<file path="src/rtl/bus_pkg.sv">
// Shared constants and types for the bus arbiter: device IDs, header field positions, FSM states.
package bus_pkg;

    localparam logic [1:0]  ID_CTRL     = 2'd3;
    localparam int unsigned HDR_SRC_LSB = 2;
    localparam int unsigned HDR_DST_LSB = 4;

    typedef enum logic [2:0] {
        StIdle,
        StHdr,
        StTurn,
        StXfer,
        StDone
    } state_e;

    function automatic logic [3:0] id_onehot(input logic [1:0] id);
        return 4'b0001 << id;
    endfunction

endpackage

</file>
<file path="src/rtl/rr_arb3.sv">
// Combinational 3-way round-robin picker: highest priority is the requester just after ptr.
module rr_arb3 (
    input  logic [2:0] req,
    input  logic [1:0] ptr,
    output logic [1:0] pick,
    output logic       any
);

    logic [1:0] first, second, third;

    always_comb begin
        first  = 2'd0;
        second = 2'd1;
        third  = 2'd2;
        case (ptr)
            2'd0: begin
                first  = 2'd1;
                second = 2'd2;
                third  = 2'd0;
            end
            2'd1: begin
                first  = 2'd2;
                second = 2'd0;
                third  = 2'd1;
            end
            default: begin
                first  = 2'd0;
                second = 2'd1;
                third  = 2'd2;
            end
        endcase
    end

    // Later assignments override earlier ones, so the lowest-offset requester wins.
    always_comb begin
        pick = first;
        if (req[third])  pick = third;
        if (req[second]) pick = second;
        if (req[first])  pick = first;
    end

    assign any = |req;

endmodule

</file>
<file path="src/rtl/bus_arbiter.sv">
// Shared-bus scheduler: round-robin arbitration, control-unit header beat, fixed turnaround,
// source ownership until its last beat, then a one-cycle ack (with err on protocol faults).
module bus_arbiter
    import bus_pkg::*;
#(
    parameter int unsigned TURN_CYCLES = 3,
    parameter int unsigned TIMEOUT     = 255,
    parameter int unsigned CNT_W       = 8
) (
    input  logic       clk,
    input  logic       rst_n,
    input  logic [2:0] req,
    input  logic       bus_valid,
    input  logic [7:0] bus_data,
    input  logic       last,
    output logic [3:0] grant,
    output logic [1:0] hdr_src,
    output logic [1:0] cur_src,
    output logic [1:0] cur_dst,
    output logic       busy,
    output logic       ack,
    output logic       err
);

    localparam logic [CNT_W-1:0] TURN_LAST    = CNT_W'(TURN_CYCLES - 1);
    localparam logic [CNT_W-1:0] TIMEOUT_LAST = CNT_W'(TIMEOUT - 1);

    state_e           state_q;
    logic [CNT_W-1:0] cnt_q;
    logic [CNT_W-1:0] cnt_inc;
    logic [1:0]       rr_ptr_q;
    logic [1:0]       arb_pick;
    logic             arb_any;
    logic [1:0]       hdr_src_field;
    logic [1:0]       hdr_dst_field;
    logic             unused_hdr_bits;

    rr_arb3 u_rr_arb3 (
        .req  (req),
        .ptr  (rr_ptr_q),
        .pick (arb_pick),
        .any  (arb_any)
    );

    assign hdr_src_field   = bus_data[HDR_SRC_LSB +: 2];
    assign hdr_dst_field   = bus_data[HDR_DST_LSB +: 2];
    assign unused_hdr_bits = ^{bus_data[7:6], bus_data[1:0]};
    assign cnt_inc         = (cnt_q == '1) ? cnt_q : cnt_q + 1'b1;

    // Outputs are registered alongside the state so they change with it. An undriven (x/z)
    // bus_valid fails the if-test and so behaves as 0.
    always_ff @(posedge clk or negedge rst_n) begin
        if (!rst_n) begin
            state_q  <= StIdle;
            cnt_q    <= '0;
            rr_ptr_q <= 2'd2;
            grant    <= 4'b0000;
            hdr_src  <= 2'd0;
            cur_src  <= 2'd0;
            cur_dst  <= 2'd0;
            busy     <= 1'b0;
            ack      <= 1'b0;
            err      <= 1'b0;
        end else begin
            case (state_q)
                StIdle: begin
                    if (arb_any) begin
                        hdr_src  <= arb_pick;
                        rr_ptr_q <= arb_pick;
                        grant    <= id_onehot(ID_CTRL);
                        busy     <= 1'b1;
                        state_q  <= StHdr;
                    end
                end
                StHdr: begin
                    if (bus_valid) begin
                        cur_src <= hdr_src_field;
                        cur_dst <= hdr_dst_field;
                        grant   <= 4'b0000;
                        if (hdr_src_field != hdr_src || last) begin
                            ack     <= 1'b1;
                            err     <= 1'b1;
                            state_q <= StDone;
                        end else begin
                            cnt_q   <= '0;
                            state_q <= StTurn;
                        end
                    end
                end
                StTurn: begin
                    if (cnt_q == TURN_LAST) begin
                        cnt_q   <= '0;
                        grant   <= id_onehot(cur_src);
                        state_q <= StXfer;
                    end else begin
                        cnt_q <= cnt_inc;
                    end
                end
                StXfer: begin
                    if (bus_valid) begin
                        cnt_q <= '0;
                        if (last) begin
                            grant   <= 4'b0000;
                            ack     <= 1'b1;
                            state_q <= StDone;
                        end
                    end else if (cnt_q == TIMEOUT_LAST) begin
                        grant   <= 4'b0000;
                        ack     <= 1'b1;
                        err     <= 1'b1;
                        state_q <= StDone;
                    end else begin
                        cnt_q <= cnt_inc;
                    end
                end
                StDone: begin
                    ack     <= 1'b0;
                    err     <= 1'b0;
                    busy    <= 1'b0;
                    grant   <= 4'b0000;
                    state_q <= StIdle;
                end
                default: begin
                    grant   <= 4'b0000;
                    busy    <= 1'b0;
                    ack     <= 1'b0;
                    err     <= 1'b0;
                    state_q <= StIdle;
                end
            endcase
        end
    end

endmodule

</file>
<file path="config.mk">
export PLATFORM = sky130hd
export DESIGN_NAME = bus_arbiter
export DESIGN_NICKNAME = d
export VERILOG_FILES = /design/src/rtl/bus_pkg.sv /design/src/rtl/rr_arb3.sv /design/src/rtl/bus_arbiter.sv
export SDC_FILE = /design/constraint.sdc
export NUM_CORES = 1
export LEC_CHECK = 0
export CORE_MARGIN = 5
export CORE_UTILIZATION = 51
export CTS_CLUSTER_DIAMETER = 40
export DETAILED_ROUTE_END_ITERATION = 10
export GPL_ROUTABILITY_DRIVEN = 0
export PLACE_DENSITY_LB_ADDON = 0.12
export SKIP_LAST_GASP = 1
export SYNTH_ARGS = -nofsm -noshare
export SYNTH_HDL_FRONTEND = slang
export SYNTH_SLANG_ARGS = --single-unit
</file>
<file path="constraint.sdc">
create_clock -name clk -period 2.3 [get_ports clk]
set_input_delay 0.345 -clock clk [delete_from_list [all_inputs] [get_ports clk]]
set_output_delay 0.345 -clock clk [all_outputs]
set_load 0.02 [all_outputs]
</file>
==> impl_metrics.py <==
metrics = {
    "timing": {
        "worstMarginPinSlew_ps": 507.9,
        "hold_violations": 0,
        "hold_slack_ps": 371.4,
        "maxSlewViolCount": 0,
        "tns_ps": 0,
        "setup_viol": 0,
        "finalClockSkew_ps": 3.205,
        "post-route-period-util_pct": 93.49,
        "rsz0062_at_grt": "false",
        "fmax_mhz": 465.0,
        "finalWorstSetupSlack_ps": 149.6,
        "relSlewSlack_pct": 65.99,
        "fin_crit_ps": 2150,
    },
    "yosys": {
        "yosys_warnings": 0,
        "yosys.area.top_type_share_pct": 42.37,
        "seq_area_frac_synth_pct": 44.22,
        "synth_seq_cells": 25,
        "synth_area_leaders": "dfrtp_1 (42%), a21oi_1 (4.6%), mux2_4 (4.2%)",
        "synth_edf_count": 0,
        "synthFlopType": "dfrtp_1",
        "postSynthAreaPerCell_um2": 10.05,
        "synth_top_cell_by_area": "dfrtp_1",
        "synthArstFlopShare_pct": 100.0,
        "synthDistinctLibCells": 44,
        "syn_nets": 158,
        "synthCells": 141,
        "synth_area_mm2": 0.001418,
    },
    "floorplan": {
        "core_mm2": 0.002710,
        "fp.dieW_um": 62.72,
        "initial_core_util_pct": 52.31,
        "fp.dieH_um": 62.72,
        "io_pins": 28,
        "fp.dieArea_mm2": 0.003934,
        "rows": 19,
    },
    "worst_setup_path": {
        "end_kind": "register",
        "path_max_fanout": 8,
        "worstSetupPathType": "register to register",
        "reg2reg_from": "cnt_q[0]",
        "cpPeakStageDelay_ps": 480,
        "critPathArrivalTime_ps": 2350,
        "crit_buf_inv": 1,
        "r2r_setup_slack_ps": 150,
        "worst_r2r_path_depth": 7,
        "worstPathRequired_ps": 2500,
        "rr_endpoint": "cnt_q[0]",
        "cp_slowest_cell": "or4b_4",
        "crit_family": "simple AND/OR/NAND/NOR gates",
        "startpoint_type": "register",
        "path_cells": "inv_1 > ha_1 > or4b_4 > o31ai_1 > nor3b_2 > a31oi_1 > mux2i_1",
    },
    "pwr": {
        "cellPowerDensity_mw_per_mm2": 1162,
        "leakage_nw": 0.6982,
        "irDropWorstVdd_v": 0.0007953,
        "p_total_w": 0.001957,
    },
    "clocking": {
        "clkTransAtPathRegs_ps": 140,
        "cts_buffers": 3,
        "cts_tree": "built",
        "ctsResizeCount": 0,
        "cts_num_sinks": 25,
        "clk_latency_ps": 310,
        "ctsHoldBuffers": 0,
        "htreeDepth": 1,
        "cts_buffer_depth": 2,
        "root_buffer": "clkbuf_4",
        "cts_setup_buffers": 0,
    },
    "finish": {
        "syn_to_final_growth_pct": 18.80,
        "drive_gt1_share_pct": 16.36,
        "seqCellArea_um2": 626.9,
        "multi_input_area_um2": 728.2,
        "nets": 183,
        "n_antenna_cell": 0,
        "fillers": 252,
    },
    "min_path": {
        "hold_path.class": "input port to async pin",
    },
    "global_routing": {
        "grt_usage_pct": 16.66,
        "grt_pass1_vias": 1139,
        "grt_remaining_overflow": 0,
        "antenna_found_initial": 0,
        "grt_max_degree": 26,
        "grt_pass1_wl_um": 5375,
    },
    "job": {
        "drv_cap": 0,
    },
    "placed_design": {
        "hpwl_um": 2255,
        "portBuffers": 23,
        "preCtsSetupSlack_ps": 94.06,
    },
    "route": {
        "viasPerCell": 5.923,
        "antenna_left": 0,
        "drc_errors": 0,
        "dr.first_iter.drc_count": 47,
        "dr.pass1.iters": 4,
        "via_count": 1161,
        "routedWlPerCell_um": 15.55,
        "wl_um": 3047,
    },
    "outcome": {
        "status": "completed",
    },
}
[Yosys cell counts, types with 3 or more instances]
master    number
nand2b_1       3
a31oi_1        6
dfrtp_1       24
nand3_1        4
mux2_4         4
mux2_2         4
nand4_1        4
buf_4          3
nor3b_1        3
nand2_1       12
nor2_1        14
inv_1          3
o21ai_0        5
a21oi_1       13
[how the worst max path moves through the flow]
stage	end	from	slack (ps)	cells past startpoint
6_report	cnt_q[0]	cnt_q[0]	150	7
5_1_grt	cnt_q[1]	cnt_q[0]	50	7
4_1_cts	cnt_q[0]	cnt_q[0]	110	7
3_5_place_dp	grant[0]	req[2]	90	5
3_3_place_gp	grant[2]	req[2]	110	5
2_1_floorplan	grant[0]	cnt_q[0]	340	7
[sequential cells by signal, summed over array words and instances (netlist names)]
register  count
cnt_q         8
busy          1
cur_dst       2
cur_src       2
rr_ptr_q      1
state_q       3
err           1
ack           1
hdr_src       2
grant         4
[power by group]
group	internal (W)	total, W	switching [W]
clock network	0.0000678	0.000198	0.000130
registers	0.000595	0.000777	0.000182
logic	0.000484	0.000981	0.000497
total	0.00115	0.00196	0.000810
[cell families (layout without fill, tap and decap cells)]
family	Yosys count	in the layout	share of synthesized area [%]
AND/OR/NAND/NOR	54	54	21.71
AO/OA/AOI/OAI	39	39	17.83
flip-flops	25	25	44.22
multiplexers	10	10	8.826
buffers and inverters	9	33	4.412
adder cells (fa/ha/maj)	2	2	1.765
XOR/XNOR	2	2	1.236
[metrics by stage]
step / cell area [um2] / utilization [%] / cells
finish: 1684 / 62.14 / 196
global route: 1684 / 62.14 / 196
CTS: 1684 / 62.14 / 196
detailed placement: 1658 / 61.17 / 192
global placement: 1658 / 61.17 / 192
floorplan: 1418 / - / 141
[routing by layer]
layer	GRT usage, %	vias to the layer above	part of all wire (%)
li1	-	568	-
met1	22.03	556	46
met2	26.42	35	47
met3	4.317	2	5.4
met4	5.570	0	0.66
met5	0	-	0
[cell usage in the layout (no fill, tap or decap), types with 2 or more instances in the layout]
cell,n
mux2_2,4
buf_4,3
clkbuf_4,3
mux2_4,4
nand3_1,4
o211ai_1,2
a31oi_1,6
dfrtp_1,24
clkdlybuf4s50_1,23
nand4_1,4
nor2_1,14
o31ai_1,2
a41oi_1,2
nand2_1,12
nand2b_1,3
xor2_1,2
o21ai_0,5
a21oi_1,13
mux2i_1,2
o21ai_1,2
or2_2,2
inv_1,3
or3_2,2
nor3b_1,3
ha_1,2
[final cells by class]
| class | instances | area share (%) |
|---|---|---|
| tap | 31 | 2.303 |
| clock buffer | 4 | 1.560 |
| inverter | 3 | 0.6686 |
| timing repair buffer | 26 | 15.01 |
| sequential | 25 | 37.22 |
| multi-input combinational | 107 | 43.24 |
Note: power is estimated with default switching activity, not from simulation.
==> RTL change 1 (config.mk and constraints unchanged) <==
`CNT_W`: 8 -> 12.
--- a/src/rtl/bus_arbiter.sv
+++ b/src/rtl/bus_arbiter.sv
@@ -5,7 +5,7 @@
 #(
     parameter int unsigned TURN_CYCLES = 3,
     parameter int unsigned TIMEOUT     = 255,
-    parameter int unsigned CNT_W       = 8
+    parameter int unsigned CNT_W       = 12
 ) (
     input  logic       clk,
     input  logic       rst_n,
Formal check against the unedited RTL: no difference found for any inputs over 10 cycles, from zero or initial values and one cycle with rst_n low; that may be too few to reach the edited logic, so the function may still have changed.
==> RTL change 1 against the original RTL <==
  * Area after synthesis is 15% higher
  * Worst setup slack improved by 0.11 ns
  * Design area up 16%
  * Fmax is 5.3% higher
  * Core utilization increased by 1.8 points
  * Sequential cell count is 4 higher
  * Total power up 15%
  * First-iteration DRC count is 120% higher
  * Wire length increased by 23%
  * Critical endpoint is now grant[1]
  * Largest cell class unchanged
==> RTL change 1: results (changes against the original RTL) <==
stage	metric	value	unit	change
setup_path	cpPeakStageDelay	0.46	ns	was 0.48 ns
final_layout	n_fill_cell	277		was 252
clock_network	clk_latency	0.34	ns	was 0.31 ns
setup_path	crit-reg2reg-launch	cnt_q[9]		was cnt_q[0]
setup_path	cp.arrival	2.32	ns	was 2.35 ns
final_layout	drive_gt1_share	14.3	%	was 16.4%
placed_design	dpl.cell_count	232		was 192
global_routing	grt_max_degree	30		was 26
placed_design	placed_cell_area	1880	µm²	was 1660 µm²
sta	tightest_slew	0.442	ns	was 0.508 ns
global_routing	grt_first_pass_wirelength	6.60	mm	was 5.38 mm
global_routing	globalRouteOverflowTotal	0		unchanged
final_layout	multi_input_area	816	µm²	was 728 µm²
power_and_ir_drop	pg_seq	0.000855	W	was 0.000777 W
global_routing	grtUsageTotal	20.1	%	was 16.7%
global_routing	grt_pass1_vias	1454		was 1,139
power_and_ir_drop	powerDensity	1150	nW/µm²	was 1160 nW/µm²
run_status	status	completed		unchanged
power_and_ir_drop	combPwrFrac	45.7	%	was 50.2%
setup_path	cp_top_family	simple AND/OR/NAND/NOR gates		unchanged
synthesis	yosys_warnings	0		unchanged
power_and_ir_drop	switching_share	41.4	%	about the same
setup_path	crit_fanout	7		was 8
placed_design	post-place-ws	0.0441	ns	was 0.0941 ns
final_layout	reg_top3	cnt_q: 12 flops, grant: 4 flops, state_q: 3 flops		was cnt_q: 8 flops, grant: 4 flops, state_q: 3 flops
routing	vias	1394		was 1,161
clock_network	numCtsBuffers	5		was 3
final_layout	layout.nets	212		was 183
power_and_ir_drop	total_leakage_power	0.832	nW	was 0.698 nW
setup_path	cp_slowest_cell	dfrtp_1		was or4b_4
routing	wl_per_cell	15.6	µm	was 15.5 µm
placed_design	dp_hpwl	2.74	mm	was 2.25 mm
synthesis	seq_area_frac_synth	44.7	%	was 44.2%
clock_network	cts_resized	0		unchanged
sta	clock.fmax	490	MHz	was 465 MHz
routing	vias_per_cell	5.81		was 5.92
sta	hold_ws	0.381	ns	was 0.371 ns
clock_network	path_clk_slew	0.10	ns	was 0.14 ns
synthesis	async_flop_share	100	%	unchanged
synthesis	syn_inst	168		was 141
setup_path	r2r_end	grant[1]		was cnt_q[0]
routing	firstDrtPassIters	5		was 4
synthesis	synth_commonest_cells	28 x dfrtp_1, 15 x nor2_1, 13 x o21ai_0		was 24 x dfrtp_1, 14 x nor2_1, 13 x a21oi_1
clock_network	clock-root-buffer	clkbuf_4		unchanged
setup_path	rr_worst_depth	6		was 7
power_and_ir_drop	ir_drop	0.621	mV	was 0.795 mV
synthesis	synth_cell_types	50		was 44
global_routing	antenna_found_initial	0		unchanged
final_layout	antennaDiodeCount	0		unchanged
synthesis	syn_nets	185		was 158
sta	final.setup_skew	0.00949	ns	was 0.00321 ns
setup_path	r2r_slack	0.26	ns	was 0.15 ns
clock_network	cts_max_level	2		was 1
routing	drt_iter0_drc	103		was 47
synthesis	synthTopCellsByArea	dfrtp_1 43%, o21ai_0 4.0%, nor2_1 3.5%		was dfrtp_1 42%, a21oi_1 4.6%, mux2_4 4.2%
## RTL change 1: logic make-up (layout without fill, tap and decap cells)
kind of cell | after synthesis | count (layout) | synth area share, %
compound gates | 48 | 48 | 20.7
xor+xnor | 6 | 6 | 3.23
fa+ha+maj | 2 | 2 | 1.54
buf+inv | 13 | 41 | 5.23
flops | 29 | 29 | 44.7
mux | 3 | 3 | 2.00
simple gates | 67 | 67 | 22.7
## RTL change 1: final cells by class
type | instances | area share [%]
Multi-Input combinational cell | 126 | 41.8
Sequential cell | 29 | 37.3
Timing Repair Buffer | 27 | 13.3
Clock buffer | 7 | 3.34
Tap cell | 44 | 2.82
Inverter | 6 | 1.15
Clock inverter | 1 | 0.257
## RTL change 1: metal layers
metal	GRT usage, %	part of all wire, %	vias to the layer above	wire [µm]
li1	-	-	676	-
met1	22.9	42	673	1580
met2	33.2	50	36	1870
met3	7.93	5.4	9	203
met4	8.38	2.3	0	85
met5	0	0	-	0
==> RTL change 2 (same settings) <==
Without the edit above. The 5 states of `state_e` get a one-hot encoding in 5 bits.
--- a/src/rtl/bus_pkg.sv
+++ b/src/rtl/bus_pkg.sv
@@ -5,12 +5,12 @@
     localparam int unsigned HDR_SRC_LSB = 2;
     localparam int unsigned HDR_DST_LSB = 4;
 
-    typedef enum logic [2:0] {
-        StIdle,
-        StHdr,
-        StTurn,
-        StXfer,
-        StDone
+    typedef enum logic [4:0] {
+        StIdle = 5'b00001,
+        StHdr  = 5'b00010,
+        StTurn = 5'b00100,
+        StXfer = 5'b01000,
+        StDone = 5'b10000
     } state_e;
 
     function automatic logic [3:0] id_onehot(input logic [1:0] id);
Behaviour: no difference found for any inputs over 10 cycles, from zero or initial values and one cycle with rst_n low; not proved beyond that.
==> RTL change 2 against the original RTL <==
  * Total power is 9.9% lower
  * Via count is 6.9% higher
  * Combinational power down 15%
  * Non-clock buffer count rose by 2
  * Wire length increased by 5.6%
  * Worst setup slack worse by 0.034 ns
  * Fmax fell by 1.5%
  * Sequential cell count increased by 2
  * First-iteration DRC count rose by 51%
  * Count of clock-buffer cells in the layout unchanged
  * Area after synthesis is 5.0% higher
  * Design area grew 6.6%
  * Largest power group unchanged
==> RTL change 2: results (changes against the original RTL) <==
stage	metric	value	unit	change
run_status	status	completed		unchanged
placed_design	placed_cell_area	1770	µm²	was 1660 µm²
clock_network	clk_latency	0.33	ns	was 0.31 ns
synthesis	seq_area_frac_synth	45.5	%	was 44.2%
synthesis	syn_nets	161		was 158
power_and_ir_drop	ir_drop	0.895	mV	was 0.795 mV
global_routing	grt_max_degree	28		was 26
routing	drt_iter0_drc	71		was 47
global_routing	antenna_found_initial	0		unchanged
sta	tightest_slew	0.535	ns	was 0.508 ns
setup_path	crit_fanout	4		was 8
setup_path	rr_worst_depth	7		unchanged
sta	final.setup_skew	0.00733	ns	was 0.00321 ns
clock_network	clock-root-buffer	clkbuf_4		unchanged
final_layout	drive_gt1_share	16.9	%	was 16.4%
final_layout	reg_top3	cnt_q: 8 flops, state_q: 5 flops, grant: 4 flops		was cnt_q: 8 flops, grant: 4 flops, state_q: 3 flops
power_and_ir_drop	total_leakage_power	0.768	nW	was 0.698 nW
final_layout	n_fill_cell	241		was 252
final_layout	layout.nets	190		was 183
routing	wl_per_cell	15.9	µm	was 15.5 µm
setup_path	cp.arrival	2.42	ns	was 2.35 ns
global_routing	grt_first_pass_wirelength	5.59	mm	was 5.38 mm
setup_path	r2r_slack	0.12	ns	was 0.15 ns
setup_path	cp-start-kind	flop		unchanged
routing	vias	1241		was 1,161
placed_design	dp_hpwl	2.45	mm	was 2.25 mm
global_routing	grtUsageTotal	17.0	%	was 16.7%
synthesis	synth_cell_types	47		was 44
synthesis	synth_commonest_cells	25 x dfrtp_1, 13 x nand2_1, 11 x a21oi_1		was 24 x dfrtp_1, 14 x nor2_1, 13 x a21oi_1
synthesis	synthTopCellsByArea	dfrtp_1 42%, mux2_2 6.1%, a21oi_1 3.7%		was dfrtp_1 42%, a21oi_1 4.6%, mux2_4 4.2%
[RTL change 2: logic make-up after synthesis]
family	count (synthesis)	share of synthesized area, %
buf+inv	7	2.52
simple gates	50	18.4
mux	9	6.72
compound gates	46	23.4
flops	27	45.5
xor+xnor	3	1.77
fa+ha+maj	2	1.68
[RTL change 2: cell type report]
type,instances,area [µm²],share of cell area (%)
clock buffer,4,26.3,1.46
inverter,3,11.3,0.627
multi-input combinational,110,773,43.1
sequential,27,678,37.8
tap,31,38.8,2.16
timing repair buffer,28,268,14.9
[RTL change 2: metrics by stage]
stage / power, W / setup WS (ns) / util [%] / hold slack, ns / cells
final: 0.00176 / 0.116 / 64.6 / 0.371 / 203
after global routing: 0.00189 / 0.00199 / 64.6 / 0.384 / 203
after CTS: 0.00177 / 0.115 / 64.6 / 0.386 / 203
after detailed placement: 0.00156 / 0.0156 / 63.6 / 0.482 / 199
after global placement: 0.00155 / 0.0874 / 63.6 / 0.463 / 199
after floorplan: 0.00126 / 0.360 / - / 0.0494 / 144
[RTL change 2: critical path: stages, from the launching register on]
cell and delay [ns]:
dfrtp_1 0.43, inv_1 0.09, ha_1 0.17, or4b_4 0.49, o211ai_2 0.30, o21a_1 0.23, o21ai_0 0.15, a21bo_2 0.23
[RTL change 2: report_power, final]
group,leakage [nW],total (W),internal [W],switching [W]
combinational,0.403,0.000837,0.000407,0.000430
sequential,0.350,0.000720,0.000613,0.000107
clock,0.0150,0.000205,0.0000680,0.000137
total,0.768,0.00176,0.00109,0.000673
[RTL change 2: routing by layer]
metal,vias up,part of all wire [%],track usage [%]
met2,41,46,25.6
met3,5,5.6,3.68
met1,589,47,24.0
met5,-,0,0
li1,606,-,-
met4,0,1.8,6.49
